--- src/rtl/pwm_pkg.sv ---
// Shared types for the multi-channel PWM: counting mode and centre-mode count direction.
// Pure type/constant package; no logic, no timing.
package pwm_pkg;

   typedef enum logic {PWM_EDGE, PWM_CENTRE} pwm_mode_e;
   typedef enum logic {DIR_UP, DIR_DOWN} pwm_dir_e;

endpackage

--- src/rtl/pwm_prescaler.sv ---
// Clock divider: tick is a combinational pulse from the count register, high every prescale+1 clocks.
// Zero latency from the registered count; no backpressure, en=0 holds the count at 0.
module pwm_prescaler #(
   parameter int unsigned PRESC_W = 8
) (
   input  logic               clk,
   input  logic               rst,
   input  logic               en,
   input  logic [PRESC_W-1:0] prescale,
   output logic               tick
);

   localparam logic [PRESC_W-1:0] C_ONE = {{(PRESC_W-1){1'b0}}, 1'b1};

   logic [PRESC_W-1:0] r_pcnt;
   logic               w_wrap;

   // >= rather than == so a prescale shrunk below the live count wraps at once
   assign w_wrap = (r_pcnt >= prescale);
   assign tick   = en && w_wrap;

   always_ff @(posedge clk) begin
      if (rst) begin
         r_pcnt <= '0;
      end else if (!en || w_wrap) begin
         r_pcnt <= '0;
      end else begin
         r_pcnt <= r_pcnt + C_ONE;
      end
   end

endmodule

--- src/rtl/pwm_multi_ch.sv ---
// N_CH PWM channels on one shared period counter (edge or centre aligned), duties double-buffered to the period boundary.
// pwm and period_start are registered one clock after the counter; no backpressure, duty writes are always accepted.
module pwm_multi_ch
   import pwm_pkg::*;
#(
   parameter int unsigned N_CH    = 4,
   parameter int unsigned DUTY_W  = 4,
   parameter int unsigned PRESC_W = 8
) (
   input  logic                     clk,
   input  logic                     rst,
   input  logic                     en,
   input  logic                     mode,
   input  logic [PRESC_W-1:0]       prescale,
   input  logic [N_CH*DUTY_W-1:0]   duty_in,
   input  logic [N_CH-1:0]          duty_wr,
   output logic [N_CH-1:0]          pwm,
   output logic                     period_start
);

   localparam logic [DUTY_W-1:0] C_ONE = {{(DUTY_W-1){1'b0}}, 1'b1};
   localparam logic [DUTY_W-1:0] C_TOP = {{(DUTY_W-1){1'b1}}, 1'b0};

   logic              w_tick;
   logic              w_last;
   logic              w_boundary;
   logic [DUTY_W-1:0] r_cnt;
   pwm_dir_e          r_dir;
   pwm_mode_e         r_mode_act;
   logic              r_period_start;

   pwm_prescaler #(
      .PRESC_W (PRESC_W)
   ) u_prescaler (
      .clk      (clk),
      .rst      (rst),
      .en       (en),
      .prescale (prescale),
      .tick     (w_tick)
   );

   always_comb begin
      w_last = 1'b0;
      if (r_mode_act == PWM_EDGE) begin
         w_last = (r_cnt == C_TOP);
      end else begin
         w_last = (r_dir == DIR_DOWN) && (r_cnt == C_ONE);
      end
      w_boundary = w_tick && w_last;
   end

   // Shared period counter; en=0 parks it so re-enable starts a clean period
   always_ff @(posedge clk) begin
      if (rst) begin
         r_cnt          <= '0;
         r_dir          <= DIR_UP;
         r_mode_act     <= PWM_EDGE;
         r_period_start <= 1'b0;
      end else begin
         r_period_start <= w_boundary;
         if (!en || w_boundary) begin
            r_cnt      <= '0;
            r_dir      <= DIR_UP;
            r_mode_act <= pwm_mode_e'(mode);
         end else if (w_tick) begin
            if (r_mode_act == PWM_EDGE) begin
               r_cnt <= r_cnt + C_ONE;
            end else if (r_dir == DIR_UP) begin
               if (r_cnt == C_TOP) begin
                  r_dir <= DIR_DOWN;
                  r_cnt <= r_cnt - C_ONE;
               end else begin
                  r_cnt <= r_cnt + C_ONE;
               end
            end else begin
               r_cnt <= r_cnt - C_ONE;
            end
         end
      end
   end

   assign period_start = r_period_start;

   for (genvar i = 0; i < N_CH; i++) begin : g_ch
      logic [DUTY_W-1:0] w_duty;
      logic [DUTY_W-1:0] r_shadow;
      logic [DUTY_W-1:0] r_active;
      logic              r_pwm;

      assign w_duty = duty_in[i*DUTY_W +: DUTY_W];

      // A write landing on the boundary bypasses the shadow so it is not a period late
      always_ff @(posedge clk) begin
         if (rst) begin
            r_shadow <= '0;
            r_active <= '0;
            r_pwm    <= 1'b0;
         end else begin
            if (duty_wr[i]) begin
               r_shadow <= w_duty;
            end
            if (!en) begin
               r_active <= r_shadow;
            end else if (w_boundary) begin
               r_active <= duty_wr[i] ? w_duty : r_shadow;
            end
            r_pwm <= en && (r_cnt < r_active);
         end
      end

      assign pwm[i] = r_pwm;
   end

endmodule

--- config.mk ---
export PLATFORM = sky130hd
export DESIGN_NAME = pwm_multi_ch
export DESIGN_NICKNAME = d
export VERILOG_FILES = /design/src/rtl/pwm_pkg.sv /design/src/rtl/pwm_prescaler.sv /design/src/rtl/pwm_multi_ch.sv
export SDC_FILE = /design/constraint.sdc
export NUM_CORES = 1
export LEC_CHECK = 0
export BUFFER_PORTS_ARGS = -buffer_cell sky130_fd_sc_hd__clkbuf_2
export CORE_MARGIN = 3
export CORE_UTILIZATION = 40
export CTS_BUF_LIST = sky130_fd_sc_hd__clkbuf_2
export CTS_CLUSTER_SIZE = 8
export DETAILED_ROUTE_END_ITERATION = 6
export PLACE_DENSITY = 0.73
export REMOVE_ABC_BUFFERS = 1
export SLEW_MARGIN = 20
export SYNTH_ARGS = -nofsm -noshare
export SYNTH_HDL_FRONTEND = slang
export SYNTH_SLANG_ARGS = --single-unit
export TNS_END_PERCENT = 50
--- constraint.sdc ---
create_clock -name clk -period 2.3 [get_ports clk]
set_input_delay 0.46 -clock clk [delete_from_list [all_inputs] [get_ports clk]]
set_output_delay 0.46 -clock clk [all_outputs]
set_load 0.02 [all_outputs]
---- Word level (Yosys, flattened, before mapping) ----
Index checks and enable logic that the tools add are counted.
word-level totals
  register bits ........................... 51
  word-level logic and storage cells ...... 59
operators by class
  add/subtract/negate cells ............... 3
  order comparisons ....................... 5
  equal/unequal tests ..................... 3
  multiplexer cells ....................... 18
  reduce and logical (&&, ||, !) cells .... 13
operators by type and width
  cell                   number
  $mux W4                15
  $lt A4 B4 Y1           4
  $add A8 B1 Y8 const B  1
  $ge A8 B8 Y1           1
  $logic_and A1 B1 Y1    7
  $add A4 B1 Y4 const B  1
  $eq A4 B1 Y1 const B   1
  $eq A4 B4 Y1 const B   1
  $reduce_or A2 Y1       2
  $sub A4 B1 Y4 const B  1
  $mux W1                3
  $logic_or A1 B1 Y1     2
  $ne A2 B1 Y1 const B   1
  $reduce_and A2 Y1      1
  $logic_not A1 Y1       1

---- Logic depth before layout (Yosys ltp) ----
Gate-level depths: netlist (run 1).
  word-level depth ........................ 6
  gate-level depth with buffers ........... 9

---- Modules after synthesis ----
A second synthesis (run 1) with hierarchy kept.
unflattened totals
  cells, all modules ...................... 342
  area, all modules ....................... 2909.0 µm²
by module, submodules not included
  module         times used  cells each  area each (µm²)
  pwm_multi_ch   1           280         2398.6
  pwm_prescaler  1           62          510.5

---- Worst setup path after synthesis (run 1) ----
OpenSTA, ideal clock, no wires.
  kind .................................... input to register
  start ................................... in prescale[0]
  end ..................................... reg g_ch[0].r_active[1]
  setup time .............................. 0.122 ns
  data arrival time ....................... 2.124 ns
  data required time ...................... 2.178 ns
  path slack .............................. 0.054 ns
  cell stages on the path ................. 7
  buffers on the path ..................... 1
  cell sequence ........................... ha_1 -> nand2b_4 -> a2111o_1 -> a32oi_4 -> nor2_4 -> buf_6 -> a221o_1
between the ends
  longest elaborated chain between the ends .. 4
RTL lines
  element                 line                 text
  from (decl)             pwm_multi_ch.sv:14   input logic [PRESC_W-1:0] prescale,
  $ge A8 B8 Y1            pwm_prescaler.sv:19  assign w_wrap = (r_pcnt >= prescale);
  $logic_and A1 B1 Y1     pwm_prescaler.sv:20  assign tick = en && w_wrap;
  $logic_and A1 B1 Y1     pwm_multi_ch.sv:49   w_boundary = w_tick && w_last;
  $ne A2 B1 Y1 (no line)  --
  to (signal assigned)    pwm_multi_ch.sv:103  r_active <= r_shadow;
  to (signal assigned)    pwm_multi_ch.sv:105  r_active <= duty_wr[i] ? w_duty : r_shadow;
  to (decl)               pwm_multi_ch.sv:87   logic [DUTY_W-1:0] r_active;
No other way between the ends.
A chain may end at the register's enable or synchronous reset.

---- Final worst setup path (run 1) ----
  start ................................... reg r_cnt[0]
  end ..................................... reg r_cnt[1]
between the ends
  longest elaborated chain between the ends .. 6
  elaborated cells on any way between the ends .. 12
  those cells by class .................... 2 x add/sub; 2 x eq/ne; 4 x mux; 4 x reduce/logical
RTL lines
  element                                                line                text
  from (decl)                                            pwm_multi_ch.sv:27  logic [DUTY_W-1:0] r_cnt;
  from (signal assigned)                                 pwm_multi_ch.sv:67  r_cnt <= r_cnt + C_ONE;
  from (signal assigned)                                 pwm_multi_ch.sv:71  r_cnt <= r_cnt - C_ONE;
  from (signal assigned)                                 pwm_multi_ch.sv:73  r_cnt <= r_cnt + C_ONE;
  branches (longest 6 deep; another with $add A4 B1 Y4)  --
Several ways; the timed one is not identified.

==> flow_metrics.env, run 1 <==
export IMPL_ys_async_sr_fraction_pct=0
export IMPL_final_hold_viol_count=0
export IMPL_status="finished, final reports clean"
export IMPL_drtAntennaViolNets=0
export IMPL_grt_max_degree=33
export IMPL_dr_total_vias=2288
export IMPL_p_per_area_nw_per_um2=479
export IMPL_synth_top_area_share_pct=36.4
export IMPL_drc=0
export IMPL_setup_ws_ps=160
export IMPL_max_freq_ghz=0.467
export IMPL_postLayoutCoreUtil_pct=47.9
export IMPL_ys_top_cells_by_area="dfxtp_1 36%, ha_1 11%, mux2i_1 6.1%"
export IMPL_grt_pass1_wl_um=9690
export IMPL_maxCapViolations=0
export IMPL_relSlewSlack_pct=70.5
export IMPL_overflow=0
export IMPL_final_cell_mix="51 x dfxtp_1, 41 x clkbuf_2, 25 x ha_1"
export IMPL_post_route_period_util_pct=93.1
export IMPL_syn_area_sq_um=2810
export IMPL_die_h_um=89.8
export IMPL_htree_levels=2
export IMPL_leakage_nw=1.37
export IMPL_path_cells="inv_1 -> ha_1 -> and3_1 -> o21ai_0 -> xor2_1 -> or3_2 -> a21oi_1"
export IMPL_wl_um=5720
export IMPL_r2r_start="r_cnt[0]$_SDFFE_PP0P_"
export IMPL_worstHoldStart="mode"
export IMPL_fp_coreArea_sq_um=6570
export IMPL_synth_top_area_cell="dfxtp_1"
export IMPL_p_total_w=0.00151
export IMPL_row_count=29
export IMPL_worst_pin_slew_ps=441
export IMPL_critPathBufInv=1
export IMPL_cp_start_kind="register"
export IMPL_io_pins=37
export IMPL_dp_slack_ps=-3.08
export IMPL_ys_seq_area_share_pct=36.4
export IMPL_drtPass1Iterations=4
export IMPL_whs_ps=247
export IMPL_finalSetupViolations=0
export IMPL_n_antenna_cell=0
export IMPL_slowest_delay_ps=520
export IMPL_ys_types=45
export IMPL_cts_root_buf="clkbuf_2"
export IMPL_viasPerCell=5.24
export IMPL_drt_iter0_markers=109
export IMPL_slew_violations=0
export IMPL_cts_buffers=5
export IMPL_cts_buffer_depth=2
export IMPL_die_w_um=89.8
export IMPL_path_max_fanout=8
export IMPL_final_fill_count=625
export IMPL_cp_end_kind="register"
export IMPL_final_common_cell="dfxtp_1"
export IMPL_synth_warning_count=0
export IMPL_reg2reg_slack_ps=160
export IMPL_finClkSkew_ps=28.6
export IMPL_num_nets_final=400
export IMPL_postCtsSetupRepairBufs=0
export IMPL_ys_seq_elements=51
export IMPL_cts_sinks=51
export IMPL_cts_tree="yes"
export IMPL_hp_class="primary input to register"
export IMPL_antenna_found_initial=0
export IMPL_layout_drive_gt1_share_pct=20.1
export IMPL_ir_drop_mv=0.268
export IMPL_start_util_pct=42.8
export IMPL_routedWlPerCell_um=13.1
export IMPL_syn_area_per_cell_sq_um=9.06
export IMPL_grt_pass1_vias=2156
export IMPL_area_growth_pct=12.1
export IMPL_yosys_most_used_dff="dfxtp_1"
export IMPL_crit_arrival_ps=2540
export IMPL_port_buffers=36
export IMPL_die_area_sq_um=8060
export IMPL_rsz0062_at_grt="no"
export IMPL_final_min_clock_period_ps=2140
export IMPL_synthCells=310
export IMPL_synth_edf_count=0
export IMPL_cts_clk_slew_worst_paths_ps=270
export IMPL_post_cts_resized=0
export IMPL_crit_required_ps=2700
export IMPL_track_usage_pct=14.4
export IMPL_dp_hpwl_um=4200
export IMPL_gp_congestion=0.883
export IMPL_clock_latency_ps=450
export IMPL_path_delay_family="simple AND/OR/NAND/NOR gates"
export IMPL_cts_hold_buffers=0
export IMPL_slowest_stage="dfxtp_1"
export IMPL_path_class="register to register"
export IMPL_critPathLaunch="r_cnt[0]$_SDFFE_PP0P_"
-- metrics by stage --
stage	setup TNS (ps)	instance area [sq um]	std cells
2_1_floorplan	0	2700	288
3_3_place_gp	0	3110	429
3_5_place_dp	-4.76	3110	429
4_1_cts	0	3150	437
5_1_grt	0	3150	437
6_report	0	3150	437
-- report_power, final --
| part | switching [W] | internal, W | total (W) |
|---|---|---|---|
| Clock | 0.000289 | 0.0000676 | 0.000356 |
| Sequential | 0.0000254 | 0.000926 | 0.000951 |
| Combinational | 0.000104 | 0.0000980 | 0.000202 |
| Total | 0.000418 | 0.00109 | 0.00151 |
-- registers in the layout (all words and copies together), names as in the netlist --
signal	flops
g_ch.r_active	16
g_ch.r_shadow	16
u_prescaler.r_pcnt	8
g_ch.r_pwm	4
r_cnt	4
period_start	1
r_dir	1
r_mode_act	1
-- cells in the mapped netlist (2+ instances only) --
cell,n
a211oi_1,5
a21boi_0,4
a21oi_1,21
a221o_1,11
a221o_2,6
and3_1,6
buf_1,2
buf_2,5
buf_4,4
clkbuf_1,10
dfxtp_1,51
ha_1,25
inv_1,22
mux2i_1,17
nand2_1,9
nand2b_1,24
nand3_1,22
nor2_1,24
nor2_4,2
o211ai_1,2
o21ai_0,8
or3_2,2
xor2_1,6
-- per-layer routing --
metal  vias to the layer above  global-route usage [%]  wire (um)
met2                        48                    25.5       2770
met5                         -                       0          0
met3                         7                    3.26        208
met4                         0                    4.60         71
li1                       1167                       -          -
met1                      1066                    17.2       2680
-- worst reg2reg max path: cells and delay by family (launching register included) --
| kind | cells | cell delay, ps |
|---|---|---|
| fa+ha+maj | 1 | 250 |
| simple gates | 2 | 610 |
| flops | 1 | 520 |
| compound gates | 2 | 440 |
| xor+xnor | 1 | 100 |
| buf+inv | 1 | 180 |
-- cell families after synthesis --
group | Yosys count | synth area share [%]
AO/OA/AOI/OAI | 68 | 18.5
XOR/XNOR | 7 | 2.18
adder cells (fa/ha/maj) | 25 | 11.1
buffers and inverters | 44 | 6.91
flip-flops | 51 | 36.4
multiplexers | 17 | 6.06
AND/OR/NAND/NOR | 98 | 18.9
-- cell type report --
class / instances / area [sq um] / area share (%)
Clock inverter: 3 / 15.0 / 0.477
Tap cell: 93 / 116 / 3.70
Multi-Input combinational cell: 215 / 1590 / 50.6
Sequential cell: 51 / 1020 / 32.4
Inverter: 22 / 82.6 / 2.62
Clock buffer: 5 / 25.0 / 0.795
Timing Repair Buffer: 48 / 295 / 9.38
-- final timing paths --
path                                                        to  cells after the start
worst max-delay path                     r_cnt[1]$_SDFFE_PP0P_                      7
worst min-delay path                   r_mode_act$_SDFFE_PP0P_                      3
worst max register to register           r_cnt[1]$_SDFFE_PP0P_                      7
worst min register to register  g_ch[3].r_shadow[2]$_SDFF_PP0_                      2
No activity file was read; power rests on OpenSTA's default activity.
==> run 2: changes to the inputs <==
Settings changed: CORE_ASPECT_RATIO set to 1.1, CORE_UTILIZATION 40 to 54, MAX_ROUTING_LAYER set to met4, PLACE_DENSITY 0.73 to 0.9.
==> run 2 against run 1 <==
Sequential power about the same. Sequential share of layout area grew 0.40 points. Via count is 2.4% higher. Critical endpoint is now g_ch[2].r_active[1]$_SDFFE_PP0P_. Largest power group unchanged. Highest routed layer unchanged.
==> flow_metrics.env, run 2 (same netlist as run 1, synthesis figures left out) <==
export IMPL_status="finished, final reports clean"
export IMPL_cp_start_kind="register"
export IMPL_antenna_found_initial=0
export IMPL_multi_input_area_sq_um=1590
export IMPL_ir_drop_mv=0.342
export IMPL_track_usage_pct=21.1
export IMPL_drc=0
export IMPL_final_hold_viol_count=0
export IMPL_cp_end_kind="register"
export IMPL_drtAntennaViolNets=0
export IMPL_r2r_cells=7
export IMPL_worstHoldStart="mode"
export IMPL_grt_pass1_vias=2245
export IMPL_leakage_nw=1.38
export IMPL_clkPwrFrac_pct=22.2
export IMPL_cts_root_buf="clkbuf_2"
export IMPL_hold_end="r_mode_act$_SDFFE_PP0P_"
export IMPL_start_util_pct=58.3
export IMPL_finClkSkew_ps=5.54
export IMPL_crit_required_ps=2630
export IMPL_worst_pin_slew_ps=486
export IMPL_io_pins=37
export IMPL_die_area_sq_um=6100
export IMPL_grt_max_degree=27
export IMPL_grt_pass1_wl_um=9840
export IMPL_final_fill_count=405
export IMPL_fp_coreArea_sq_um=4810
export IMPL_p_per_area_nw_per_um2=479
export IMPL_pwr_share_comb_pct=13.9
export IMPL_maxCapViolations=0
export IMPL_dr_total_vias=2344
export IMPL_relSlewSlack_pct=67.6
export IMPL_port_buffers=36
export IMPL_final_cell_mix="51 x dfxtp_1, 42 x clkbuf_2, 25 x ha_1"
export IMPL_reg2reg_slack_ps=160
export IMPL_area_growth_pct=10.7
export IMPL_cts_buffers=5
export IMPL_crit_arrival_ps=2470
export IMPL_clock_latency_ps=420
export IMPL_design_area_sq_um=3110
export IMPL_die_h_um=81.6
export IMPL_cts_buffer_depth=2
export IMPL_min_delay_path_depth=3
export IMPL_cts_sinks=51
export IMPL_htree_levels=2
export IMPL_placed_area_sq_um=3080
export IMPL_path_max_fanout=16
export IMPL_hp_class="primary input to register"
export IMPL_die_w_um=74.8
export IMPL_r2r_start="u_prescaler.r_pcnt[0]$_SDFF_PP0_"
export IMPL_critPathLaunch="u_prescaler.r_pcnt[0]$_SDFF_PP0_"
export IMPL_p_switching_w=0.000395
export IMPL_final_min_clock_period_ps=2140
export IMPL_whs_ps=262
export IMPL_path_class="register to register"
export IMPL_setup_ws_ps=163
export IMPL_drt_iter0_markers=149
export IMPL_finalSetupViolations=0
export IMPL_wl_um=5810
export IMPL_p_int_w=0.00109
export IMPL_cts_hold_buffers=0
export IMPL_num_nets_final=404
export IMPL_layout_drive_gt1_share_pct=21.1
export IMPL_rsz0062_at_grt="no"
export IMPL_slew_violations=0
export IMPL_n_antenna_cell=0
export IMPL_viasPerCell=5.83
export IMPL_rr_endpoint="g_ch[2].r_active[1]$_SDFFE_PP0P_"
export IMPL_post_cts_resized=0
export IMPL_post_route_period_util_pct=92.9
export IMPL_max_freq_ghz=0.468
export IMPL_cts_tree="yes"
export IMPL_regArea_sq_um=1020
export IMPL_routedWlPerCell_um=14.4
export IMPL_row_count=26
export IMPL_reg_top3="g_ch.r_active (16), g_ch.r_shadow (16), u_prescaler.r_pcnt (8)"
export IMPL_seqPwrFrac_pct=63.8
export IMPL_postCtsSetupRepairBufs=0
export IMPL_dp_slack_ps=-9.09
export IMPL_dp_hpwl_um=4510
export IMPL_overflow=0
export IMPL_cts_clk_slew_worst_paths_ps=230
export IMPL_switching_share_pct=26.5
export IMPL_fin_tns_setup_ps=0
export IMPL_gp_congestion=0.932
export IMPL_drtPass1Iterations=4
export IMPL_final_common_cell="dfxtp_1"
-- run 2: cell types whose count changed in the layout (fill, tap and decap cells not counted) --
| cell | before | now |
|---|---|---|
| clkinvlp_4 | 1 | 0 |
| buf_4 | 10 | 15 |
| clkinv_1 | 2 | 0 |
| buf_12 | 2 | 1 |
| clkbuf_2 | 41 | 42 |
-- run 2: stage by stage --
| step | util, % | total power, W | instances |
|---|---|---|---|
| detailed placement | 64.0 | 0.00118 | 396 |
| finish | 64.6 | 0.00149 | 402 |
| global placement | 64.0 | 0.00116 | 396 |
| floorplan | - | 0.00108 | 288 |
| global route | 64.6 | 0.00156 | 402 |
| CTS | 64.6 | 0.00150 | 402 |
-- run 2: area by class of cell --
class | instances | area share, %
flip-flops and latches | 51 | 32.8
multi-input cells | 215 | 51.2
clock buffers | 6 | 0.966
repair buffers | 52 | 10.1
well taps | 56 | 2.25
inverters | 22 | 2.66
-- run 2: routing by layer --
layer / vias to the layer above / wire (um) / track usage (%)
met4: 0 / 119 / 7.65
met2: 57 / 3000 / 35.4
met3: 14 / 246 / 3.43
met1: 1100 / 2440 / 25.3
li1: 1173 / - / -
met5: - / 0 / -
-- run 2: power groups by stage --
stage	registers (W)	clock network [W]	logic (W)
6_report	0.000951	0.000331	0.000207
5_1_grt	0.000956	0.000369	0.000235
4_1_cts	0.000950	0.000339	0.000209
3_5_place_dp	0.000968	0	0.000209
3_3_place_gp	0.000965	0	0.000198
2_1_floorplan	0.000967	0	0.000113
-- run 2: worst max-delay path, cell delays in order (launching register included) --
cell and delay, ps:
dfxtp_1 380, inv_1 50, ha_1 260, nand2b_4 130, a2111o_1 480, a32oi_4 240, nor2_4 140, a221o_2 370
-- run 2: how the worst max path moves through the flow --
stage / to / slack, ps / depth (start not counted)
after floorplan: g_ch[2].r_active[0]$_SDFFE_PP0P_ / 90 / 6
after global placement: g_ch[2].r_active[2]$_SDFFE_PP0P_ / 30 / 7
after detailed placement: g_ch[2].r_active[1]$_SDFFE_PP0P_ / -9 / 7
after CTS: g_ch[2].r_active[1]$_SDFFE_PP0P_ / 160 / 7
after global routing: g_ch[0].r_active[3]$_SDFFE_PP0P_ / 40 / 8
final: g_ch[2].r_active[1]$_SDFFE_PP0P_ / 160 / 7
==> run 3: changes to the inputs <==
Settings changed: RECOVER_POWER set to 25.
==> run 3 against run 2 <==
First-iteration DRC count up 1.3%. Utilization down 0.18 points. Maximum frequency about the same. Sequential share of layout area up 0.093 points. Worst hold slack worse by 3.2 ps. Worst setup slack worse by 1.0 ps. Clock skew up 1.2 ps.
==> flow_metrics.env, run 3 (same netlist as run 1, synthesis figures left out) <==
export IMPL_reg2reg_slack_ps=160
export IMPL_grt_pass1_wl_um=9840
export IMPL_ir_drop_mv=0.344
export IMPL_routedWlPerCell_um=14.5
export IMPL_io_pins=37
export IMPL_maxCapViolations=0
export IMPL_rsz0062_at_grt="no"
export IMPL_grt_max_degree=27
export IMPL_p_switching_w=0.000398
export IMPL_fp_coreArea_sq_um=4810
export IMPL_p_per_area_nw_per_um2=481
export IMPL_finalSetupViolations=0
export IMPL_final_common_cell="dfxtp_1"
export IMPL_hp_class="primary input to register"
export IMPL_cts_root_buf="clkbuf_2"
export IMPL_layout_drive_gt1_share_pct=20.2
export IMPL_dp_hpwl_um=4510
export IMPL_num_nets_final=404
export IMPL_final_hold_viol_count=0
export IMPL_slew_violations=0
export IMPL_wl_um=5820
export IMPL_whs_ps=259
export IMPL_max_freq_ghz=0.468
export IMPL_pwr_share_comb_pct=13.8
export IMPL_cts_buffer_depth=2
export IMPL_seqPwrFrac_pct=63.8
export IMPL_regArea_sq_um=1020
export IMPL_path_max_fanout=16
export IMPL_final_min_clock_period_ps=2140
export IMPL_path_class="register to register"
export IMPL_grt_pass1_vias=2245
export IMPL_area_growth_pct=10.4
export IMPL_dr_total_vias=2348
export IMPL_worst_pin_slew_ps=622
export IMPL_drc=0
export IMPL_cts_buffers=5
export IMPL_post_cts_resized=0
export IMPL_cp_end_kind="register"
export IMPL_drtPass1Iterations=4
export IMPL_viasPerCell=5.84
export IMPL_drt_iter0_markers=151
export IMPL_leakage_nw=1.37
export IMPL_antenna_found_initial=0
export IMPL_post_route_period_util_pct=92.9
export IMPL_cts_clk_slew_worst_paths_ps=230
export IMPL_port_buffers=36
export IMPL_switching_share_pct=26.7
export IMPL_reg_top3="g_ch.r_active (16), g_ch.r_shadow (16), u_prescaler.r_pcnt (8)"
export IMPL_overflow=0
export IMPL_status="finished, final reports clean"
export IMPL_final_fill_count=410
export IMPL_htree_levels=2
export IMPL_fin_tns_setup_ps=0
export IMPL_crit_required_ps=2640
export IMPL_cp_start_kind="register"
export IMPL_multi_input_area_sq_um=1590
export IMPL_finClkSkew_ps=6.75
export IMPL_postCtsSetupRepairBufs=0
export IMPL_cts_hold_buffers=0
export IMPL_drtAntennaViolNets=0
export IMPL_cts_sinks=51
export IMPL_start_util_pct=58.3
export IMPL_row_count=26
export IMPL_clock_latency_ps=420
export IMPL_track_usage_pct=21.1
export IMPL_p_int_w=0.00109
export IMPL_n_antenna_cell=0
export IMPL_crit_arrival_ps=2480
export IMPL_cts_tree="yes"
export IMPL_clkPwrFrac_pct=22.4
export IMPL_gp_congestion=0.932
export IMPL_die_h_um=81.6
export IMPL_relSlewSlack_pct=58.5
export IMPL_final_cell_mix="51 x dfxtp_1, 41 x clkbuf_2, 25 x ha_1"
export IMPL_die_w_um=74.8
export IMPL_die_area_sq_um=6100
==> run 3: layout make-up <==
| type | instances | area share (%) |
|---|---|---|
| Multi-Input combinational cell | 215 | 51.4 |
| Sequential cell | 51 | 32.9 |
| Timing Repair Buffer | 52 | 9.81 |
| Inverter | 22 | 2.66 |
| Tap cell | 56 | 2.26 |
| Clock buffer | 6 | 0.969 |
==> run 3: worst paths after layout <==
path,start,to,cells after the start
min,mode,r_mode_act$_SDFFE_PP0P_,3
max,u_prescaler.r_pcnt[0]$_SDFF_PP0_,g_ch[2].r_active[1]$_SDFFE_PP0P_,7
max reg2reg,u_prescaler.r_pcnt[0]$_SDFF_PP0_,g_ch[2].r_active[1]$_SDFFE_PP0P_,7
min reg2reg,g_ch[0].r_active[0]$_SDFFE_PP0P_,g_ch[0].r_active[0]$_SDFFE_PP0P_,1
==> run 3: per-stage QoR <==
stage	instances	cell area, sq um	total power, W	util [%]	setup slack (ps)
final	402	3100	0.00149	64.4	162
after global routing	402	3100	0.00156	64.4	33.5
after CTS	402	3110	0.00150	64.6	159
after detailed placement	396	3080	0.00118	64.0	-9.09
after global placement	396	3080	0.00116	64.0	34.9
after floorplan	288	2700	0.00108	-	92.2
==> run 3: routing by layer <==
metal | track usage (%) | share of wire (%)
met2 | 35.4 | 52
met4 | 7.65 | 2.0
met1 | 25.3 | 42
met3 | 3.43 | 3.8
met5 | - | 0
==> run 3: worst max-delay path: stages, from the launching register on <==
cell and delay [ps]:
dfxtp_1 390, inv_1 50, ha_1 260, nand2b_4 130, a2111o_1 480, a32oi_4 240
nor2_4 130, a221o_2 380
==> run 3: power by group through the flow <==
stage	sequential [W]	clock [W]	combinational, W
after floorplan	0.000967	0	0.000113
after global placement	0.000965	0	0.000198
after detailed placement	0.000968	0	0.000209
after CTS	0.000950	0.000339	0.000209
after global routing	0.000956	0.000369	0.000233
final	0.000951	0.000334	0.000206
